[src/rtl/xnor_match_pkg.sv]
// xnor_match_pkg: shared state encoding and width helpers for the XNOR match engine
package xnor_match_pkg;
  typedef enum logic [1:0] {IDLE, RUN, DONE} state_e;
  function automatic int nbeats(int w, int c);
    return w / c;
  endfunction
  function automatic int cnt_w(int w);
    return $clog2(w) + 1;
  endfunction
  function automatic int id_w(int n);
    return (n > 1) ? $clog2(n) : 1;
  endfunction
endpackage

[src/rtl/xnor_chunk_popcount.sv]
// xnor_chunk_popcount: CHUNK-bit XNOR followed by a popcount of matching, unmasked bits
module xnor_chunk_popcount
  import xnor_match_pkg::*;
#(
  parameter int CHUNK = 8
) (
  input  logic [CHUNK-1:0]        a_i,
  input  logic [CHUNK-1:0]        b_i,
  input  logic [CHUNK-1:0]        mask_i,
  output logic [cnt_w(CHUNK)-1:0] cnt_o
);
  localparam int PW = cnt_w(CHUNK);
  logic [CHUNK-1:0] hit;
  assign hit = ~(a_i ^ b_i) & mask_i;
  always_comb begin
    cnt_o = '0;
    for (int i = 0; i < CHUNK; i++) cnt_o = cnt_o + PW'(hit[i]);
  end
endmodule

[src/rtl/xnor_match_arbiter.sv]
// xnor_match_arbiter: round-robin shared XNOR match-count engine, CHUNK bits per cycle.
// Optional XNOR_MATCH_MASK_EN adds a per-request bit mask excluded from the count.
module xnor_match_arbiter
  import xnor_match_pkg::*;
#(
  parameter int NREQ  = 4,
  parameter int WIDTH = 32,
  parameter int CHUNK = 8
) (
  input  logic                     clk,
  input  logic                     rst_n,
  input  logic [NREQ-1:0]          req_valid_i,
  output logic [NREQ-1:0]          req_ready_o,
  input  logic [NREQ*WIDTH-1:0]    req_a_i,
  input  logic [NREQ*WIDTH-1:0]    req_b_i,
`ifdef XNOR_MATCH_MASK_EN
  input  logic [NREQ*WIDTH-1:0]    req_mask_i,
`endif
  output logic                     rsp_valid_o,
  input  logic                     rsp_ready_i,
  output logic [id_w(NREQ)-1:0]    rsp_id_o,
  output logic [cnt_w(WIDTH)-1:0]  rsp_count_o,
  output logic                     rsp_equal_o
);
  localparam int NB  = nbeats(WIDTH, CHUNK);
  localparam int CW  = cnt_w(WIDTH);
  localparam int PW  = cnt_w(CHUNK);
  localparam int IDW = id_w(NREQ);
  localparam int BW  = (NB > 1) ? $clog2(NB) : 1;

  if (WIDTH % CHUNK != 0) begin : g_bad_chunk
    $error("WIDTH must be a multiple of CHUNK");
  end

  state_e           state_q;
  logic [WIDTH-1:0] a_q, b_q;
  logic [IDW-1:0]   id_q, ptr_q, gid;
  logic [CW-1:0]    acc_q, acc_d, tot_d;
  logic [BW-1:0]    beat_q;
  logic [PW-1:0]    hit_cnt;
  logic [CHUNK-1:0] m_chunk;
  logic [NREQ-1:0]  rot;
  logic             valid_q, eq_q, found;

  // Rotate so that bit 0 is the requester currently holding top priority
  always_comb begin
    rot = NREQ'({req_valid_i, req_valid_i} >> ptr_q);
    found = 1'b0;
    gid = '0;
    for (int i = 0; i < NREQ; i++)
      if (!found && rot[i]) begin
        found = 1'b1;
        gid = IDW'((int'(ptr_q) + i) % NREQ);
      end
  end
  assign req_ready_o = (rst_n && state_q == IDLE && found) ? NREQ'(1) << gid : '0;

  xnor_chunk_popcount #(.CHUNK(CHUNK)) u_hit (
    .a_i(a_q[CHUNK-1:0]), .b_i(b_q[CHUNK-1:0]), .mask_i(m_chunk), .cnt_o(hit_cnt)
  );
  assign acc_d = acc_q + CW'(hit_cnt);

`ifdef XNOR_MATCH_MASK_EN
  logic [WIDTH-1:0] m_q;
  logic [CW-1:0]    tot_q;
  logic [PW-1:0]    msk_cnt;
  xnor_chunk_popcount #(.CHUNK(CHUNK)) u_msk (
    .a_i('0), .b_i('0), .mask_i(m_q[CHUNK-1:0]), .cnt_o(msk_cnt)
  );
  assign m_chunk = m_q[CHUNK-1:0];
  assign tot_d = tot_q + CW'(msk_cnt);
  always_ff @(posedge clk or negedge rst_n)
    if (!rst_n) begin
      m_q   <= '0;
      tot_q <= '0;
    end else if (state_q == IDLE) begin
      m_q   <= WIDTH'(req_mask_i >> (int'(gid) * WIDTH));
      tot_q <= '0;
    end else if (state_q == RUN) begin
      m_q   <= m_q >> CHUNK;
      tot_q <= tot_d;
    end
`else
  assign m_chunk = '1;
  assign tot_d = CW'(WIDTH);
`endif

  always_ff @(posedge clk or negedge rst_n)
    if (!rst_n) begin
      state_q <= IDLE;
      a_q     <= '0;
      b_q     <= '0;
      id_q    <= '0;
      ptr_q   <= '0;
      acc_q   <= '0;
      beat_q  <= '0;
      valid_q <= 1'b0;
      eq_q    <= 1'b0;
    end else begin
      case (state_q)
        IDLE: if (|req_ready_o) begin
          a_q     <= WIDTH'(req_a_i >> (int'(gid) * WIDTH));
          b_q     <= WIDTH'(req_b_i >> (int'(gid) * WIDTH));
          id_q    <= gid;
          ptr_q   <= (int'(gid) == NREQ - 1) ? '0 : gid + 1'b1;
          acc_q   <= '0;
          beat_q  <= '0;
          eq_q    <= 1'b0;
          state_q <= RUN;
        end
        RUN: begin
          acc_q  <= acc_d;
          a_q    <= a_q >> CHUNK;
          b_q    <= b_q >> CHUNK;
          beat_q <= beat_q + 1'b1;
          if (beat_q == BW'(NB - 1)) begin
            eq_q    <= (acc_d == tot_d);
            valid_q <= 1'b1;
            state_q <= DONE;
          end
        end
        DONE: if (rsp_ready_i) begin
          valid_q <= 1'b0;
          state_q <= IDLE;
        end
        default: state_q <= IDLE;
      endcase
    end

  assign rsp_valid_o = valid_q;
  assign rsp_id_o    = id_q;
  assign rsp_count_o = acc_q;
  assign rsp_equal_o = eq_q;
endmodule

[config.mk]
export PLATFORM = sky130hd
export DESIGN_NAME = xnor_match_arbiter
export DESIGN_NICKNAME = d
export VERILOG_FILES = /design/src/rtl/xnor_match_pkg.sv /design/src/rtl/xnor_chunk_popcount.sv /design/src/rtl/xnor_match_arbiter.sv
export SDC_FILE = /design/constraint.sdc
export NUM_CORES = 1
export LEC_CHECK = 0
export BUFFER_PORTS_ARGS = -buffer_cell sky130_fd_sc_hd__clkbuf_2
export CORE_MARGIN = 1.5
export CORE_UTILIZATION = 48
export DETAILED_ROUTE_END_ITERATION = 8
export PLACE_DENSITY = 0.82
export SKIP_LAST_GASP = 1
export SYNTH_ARGS = -nofsm -noshare
export SYNTH_HDL_FRONTEND = slang
export SYNTH_HIERARCHICAL = 1
export SYNTH_SLANG_ARGS = --single-unit
export TNS_END_PERCENT = 100
[constraint.sdc]
create_clock -name clk -period 5.1 [get_ports clk]
set_input_delay 0.255 -clock clk [delete_from_list [all_inputs] [get_ports clk]]
set_output_delay 0.255 -clock clk [all_outputs]
set_load 0.005 [all_outputs]
==> Implementation_results.wiki <==
{| class="wikitable"
! Metric !! Value
|-
| Slew at the pin with the worst max-slew slack || ~1.1 ns
|-
| Netlist area before placement || ~6100 µm²
|-
| R2r worst-path depth || 17
|-
| Biggest fanout along the worst timing path || 3
|-
| Maximum number of buffers from clock root to sink || 2
|-
| Clock tree from TritonCTS || done
|-
| Layout cells sized above 1 || 33.9%
|-
| Origin of the critical flop-to-flop path || b_q[3]
|-
| Die width || between 100 and 150 µm
|-
| Clock latency on the worst-skew pair || about 0.34 ns
|-
| Area enclosed by the die boundary || 13,300 µm²
|-
| Number of clock buffers inserted by TritonCTS || 9
|-
| Effective utilization at floorplan || between 40% and 50%
|-
| Cell count of the worst hold path || 2
|-
| Synthesized netlist cell count || 740
|-
| Maximum number of pins on one net before global-route repair || between 80 and 90
|-
| Worst setup slack before clock tree synthesis || between 1 and 1.5 ns
|-
| Unrepaired setup endpoints after global routing || no
|-
| Final core utilization || between 60 and 70%
|-
| Synthesis warning total || 6
|-
| Via count || around 6,500
|-
| Number of I/O port buffers || roughly 280
|-
| Part of the Yosys area used for sequential elements || between 30% and 40%
|-
| Global-route wire length before repair || just under 30 mm
|-
| Post-cts resize count || 0
|-
| Top FF cell, synth || sky130_fd_sc_hd__dfrtp_1
|-
| Reg-to-reg endpoint || rsp_equal_o
|-
| Routed len/inst || 16.7 µm
|-
| Area growth, synth to finish || 29.2%
|-
| ANT cells || 0
|-
| Endpoint kind of the worst setup timing path || register
|-
| Depth of the CTS H-tree || 3
|-
| Area of the core region || 12,200 µm²
|-
| Outcome || completed
|-
| CP Data Arrival Time || around 4.2 ns
|-
| Routed via count divided by cell count || 5.64
|-
| Count of pins on the block boundary || approximately 280
|-
| Critical path origin || b_q[3]
|-
| Post-synth EDFFs || 0
|-
| Leakage || about 0.0038 µW
|-
| Detailed Routing Iterations Pass 1 || 5
|-
| Type of the worst setup path || reg -> reg
|-
| Worst supply voltage drop on vdd || about 0.00037 V
|-
| Cells taking the most area after synthesis || sky130_fd_sc_hd__dfrtp_1 33%, sky130_fd_sc_hd__a21oi_1 8.6%, sky130_fd_sc_hd__a311o_1 7.9%, sky130_fd_sc_hd__nand2_1 7.2%, sky130_fd_sc_hd__a221oi_1 6.9%
|-
| Cell row count || 40
|-
| Slew margin rel. || 27.4%
|-
| Register bit total from synthesis || 80
|-
| End of the critical path || rsp_equal_o
|-
| Count of distinct cell types in the synthesized netlist || between 40 and 50
|-
| Minimum clock period after layout || a little under 4 ns
|-
| Setup slack of the worst register-to-register path || 1.16 ns
|-
| Max-cap violation count || 0
|-
| Max frequency || roughly 0.25 GHz
|-
| Clock-pin slew of the registers on the worst-case setup and hold paths || roughly 0.070 ns
|-
| Total routing usage reported by global routing || 28.5%
|-
| Final Hold Viols || 0
|-
| Global route overflow || 0
|-
| Antenna Violating Nets Remaining || 0
|-
| Drc violations || 0
|-
| Worst clock skew || 0.0115 ns
|-
| Vias in the first global route || 5,991
|-
| Antenna violations before repair || 0
|-
| Fin. max-slew vios || 0
|-
| Avg Synthesized Cell Area || 8.21 µm²
|-
| Gpl congestion || 0.870
|-
| Crit path launch type || register
|-
| Required time worst endpoint || ~5.3 ns
|-
| Accumulated negative setup slack || 0 ns
|-
| Most frequent cell after synthesis || sky130_fd_sc_hd__nand2_1
|-
| Buffer cell driving the clock tree root || sky130_fd_sc_hd__clkbuf_16
|-
| Half-perimeter wire length after detailed placement || around 14 mm
|-
| Fin worst setup slack || between 1 and 1.5 ns
|-
| Die height || ~120 µm
|-
| Async SR Flop Fraction || 100%
|-
| DRT Wirelength || 19.2 mm
|-
| Final nets || 1,256
|-
| Detailed Route Iter0 Violations || approximately 490
|-
| Number of sinks on the clock net || 80
|-
| Area fraction of the dominant cell type after synthesis || about a third
|-
| Hold_ws || roughly 0.10 ns
|-
| Leading post-synthesis cells by instance count || 117 x sky130_fd_sc_hd__nand2_1, 105 x sky130_fd_sc_hd__a21oi_1, 80 x sky130_fd_sc_hd__dfrtp_1, 56 x sky130_fd_sc_hd__nor2_1
|-
| Final cycle utilization of the critical path || around 77%
|-
| Pwr per Cell Area || between 600 and 700 nW/µm²
|-
| Worst min-delay path category || in -> reg
|-
| Cell taking the most area after synthesis || sky130_fd_sc_hd__dfrtp_1
|-
| Endpoints failing setup || 0
|}
-- power breakdown --
part,switching [µW],internal [µW],total [µW]
sequential,194,943,1140
clock,283,344,627
combinational,1780,1170,2950
total,2260,2450,4710
-- area by class of cell --
cell class,instances,area (µm²)
clock buffers,9,225
clock inverters,7,70.1
fillers,1074,4310
inverters,14,52.6
multi-input cells,584,3780
flip-flops and latches,80,2000
well taps,168,210
repair buffers,290,1520
-- registers in the layout (all words and copies together) (netlist names) --
register	count
rsp_id_o	2
state_q	2
b_q	32
rsp_valid_o	1
rsp_equal_o	1
rsp_count_o	6
a_q	32
ptr_q	2
beat_q	2
-- repair_timing --
| action | 4_1_cts | 5_1_grt |
|---|---|---|
| hold endpoints to repair | 12 | 0 |
| setup buffers | 0 | 0 |
| hold buffers | 1 | 0 |
| endpoints found under the setup margin | 0 | 0 |
-- worst max-delay path: stages (launching register included) --
cell,delay (ns)
sky130_fd_sc_hd__dfrtp_1,0.39
sky130_fd_sc_hd__xnor2_1,0.17
sky130_fd_sc_hd__nand2_1,0.10
sky130_fd_sc_hd__fa_1,0.55
sky130_fd_sc_hd__inv_1,0.06
sky130_fd_sc_hd__fa_1,0.54
sky130_fd_sc_hd__ha_1,0.17
sky130_fd_sc_hd__inv_1,0.06
sky130_fd_sc_hd__fa_1,0.42
sky130_fd_sc_hd__inv_1,0.10
sky130_fd_sc_hd__inv_1,0.06
sky130_fd_sc_hd__fa_1,0.42
sky130_fd_sc_hd__nor2b_1,0.12
sky130_fd_sc_hd__o21ai_0,0.08
sky130_fd_sc_hd__nand2b_1,0.13
sky130_fd_sc_hd__xnor2_1,0.13
sky130_fd_sc_hd__nand4_1,0.11
sky130_fd_sc_hd__o41ai_1,0.23
-- routing by layer --
| metal | routed length, µm | part of all wire [%] | up-vias | GRT usage, % |
|---|---|---|---|---|
| li1 | - | - | 3151 | - |
| met1 | 8120 | 42 | 3015 | 36.3 |
| met2 | 9340 | 49 | 304 | 50.1 |
| met3 | 1350 | 7.0 | 28 | 4.81 |
| met4 | 392 | 2.0 | 0 | 7.74 |
| met5 | 0 | 0 | - | 0 |
-- cells by family (layout without fill, tap and decap cells) --
kind of cell	after synthesis	after routing	synth area share, %
XOR/XNOR	13	13	1.87
AND/OR/NAND/NOR	262	262	19.9
adder cells (fa/ha/maj)	14	14	3.50
other	1	8	0.0617
AO/OA/AOI/OAI	239	239	27.3
buffers and inverters	83	320	6.20
flip-flops	80	80	32.9
multiplexers	48	48	8.24
-- placed cells by master (no fill, tap or decap), drive strengths merged, types with 2 or more instances in the layout --
cell,synthesis,final
a21oi,105,105
a221oi,48,48
a311o,48,48
and2,3,3
and2b,14,14
buf,39,14
clkbuf,30,284
conb,1,8
dfrtp,80,80
fa,5,5
ha,9,9
inv,14,19
mux2,16,16
mux2i,32,32
nand2,117,117
nand3,24,24
nor2,56,56
nor2b,42,42
o21a,2,2
o21ai,27,27
o31ai,2,2
xnor2,10,10
xor2,3,3
-- how the worst min path moves through the flow --
stage | endpoint | startpoint | slack [ns]
finish | state_q[1] | rsp_ready_i | 0.10
global placement | b_q[22] | rst_n | 0.12
floorplan | a_q[0] | rst_n | -0.04
detailed placement | b_q[22] | rst_n | 0.12
CTS | state_q[1] | rsp_ready_i | 0.10
global route | state_q[1] | rsp_ready_i | 0.11
-- through the flow --
stage               cell area (µm²)  power, µW  std cells
finish                         7850       4710       1152
global route                   7850       5130       1152
CTS                            7850       4710       1152
detailed placement             7550       4060       1135
global placement               7550       3980       1135
floorplan                      6100       3280        747
(Power assumes the default switching activity.)
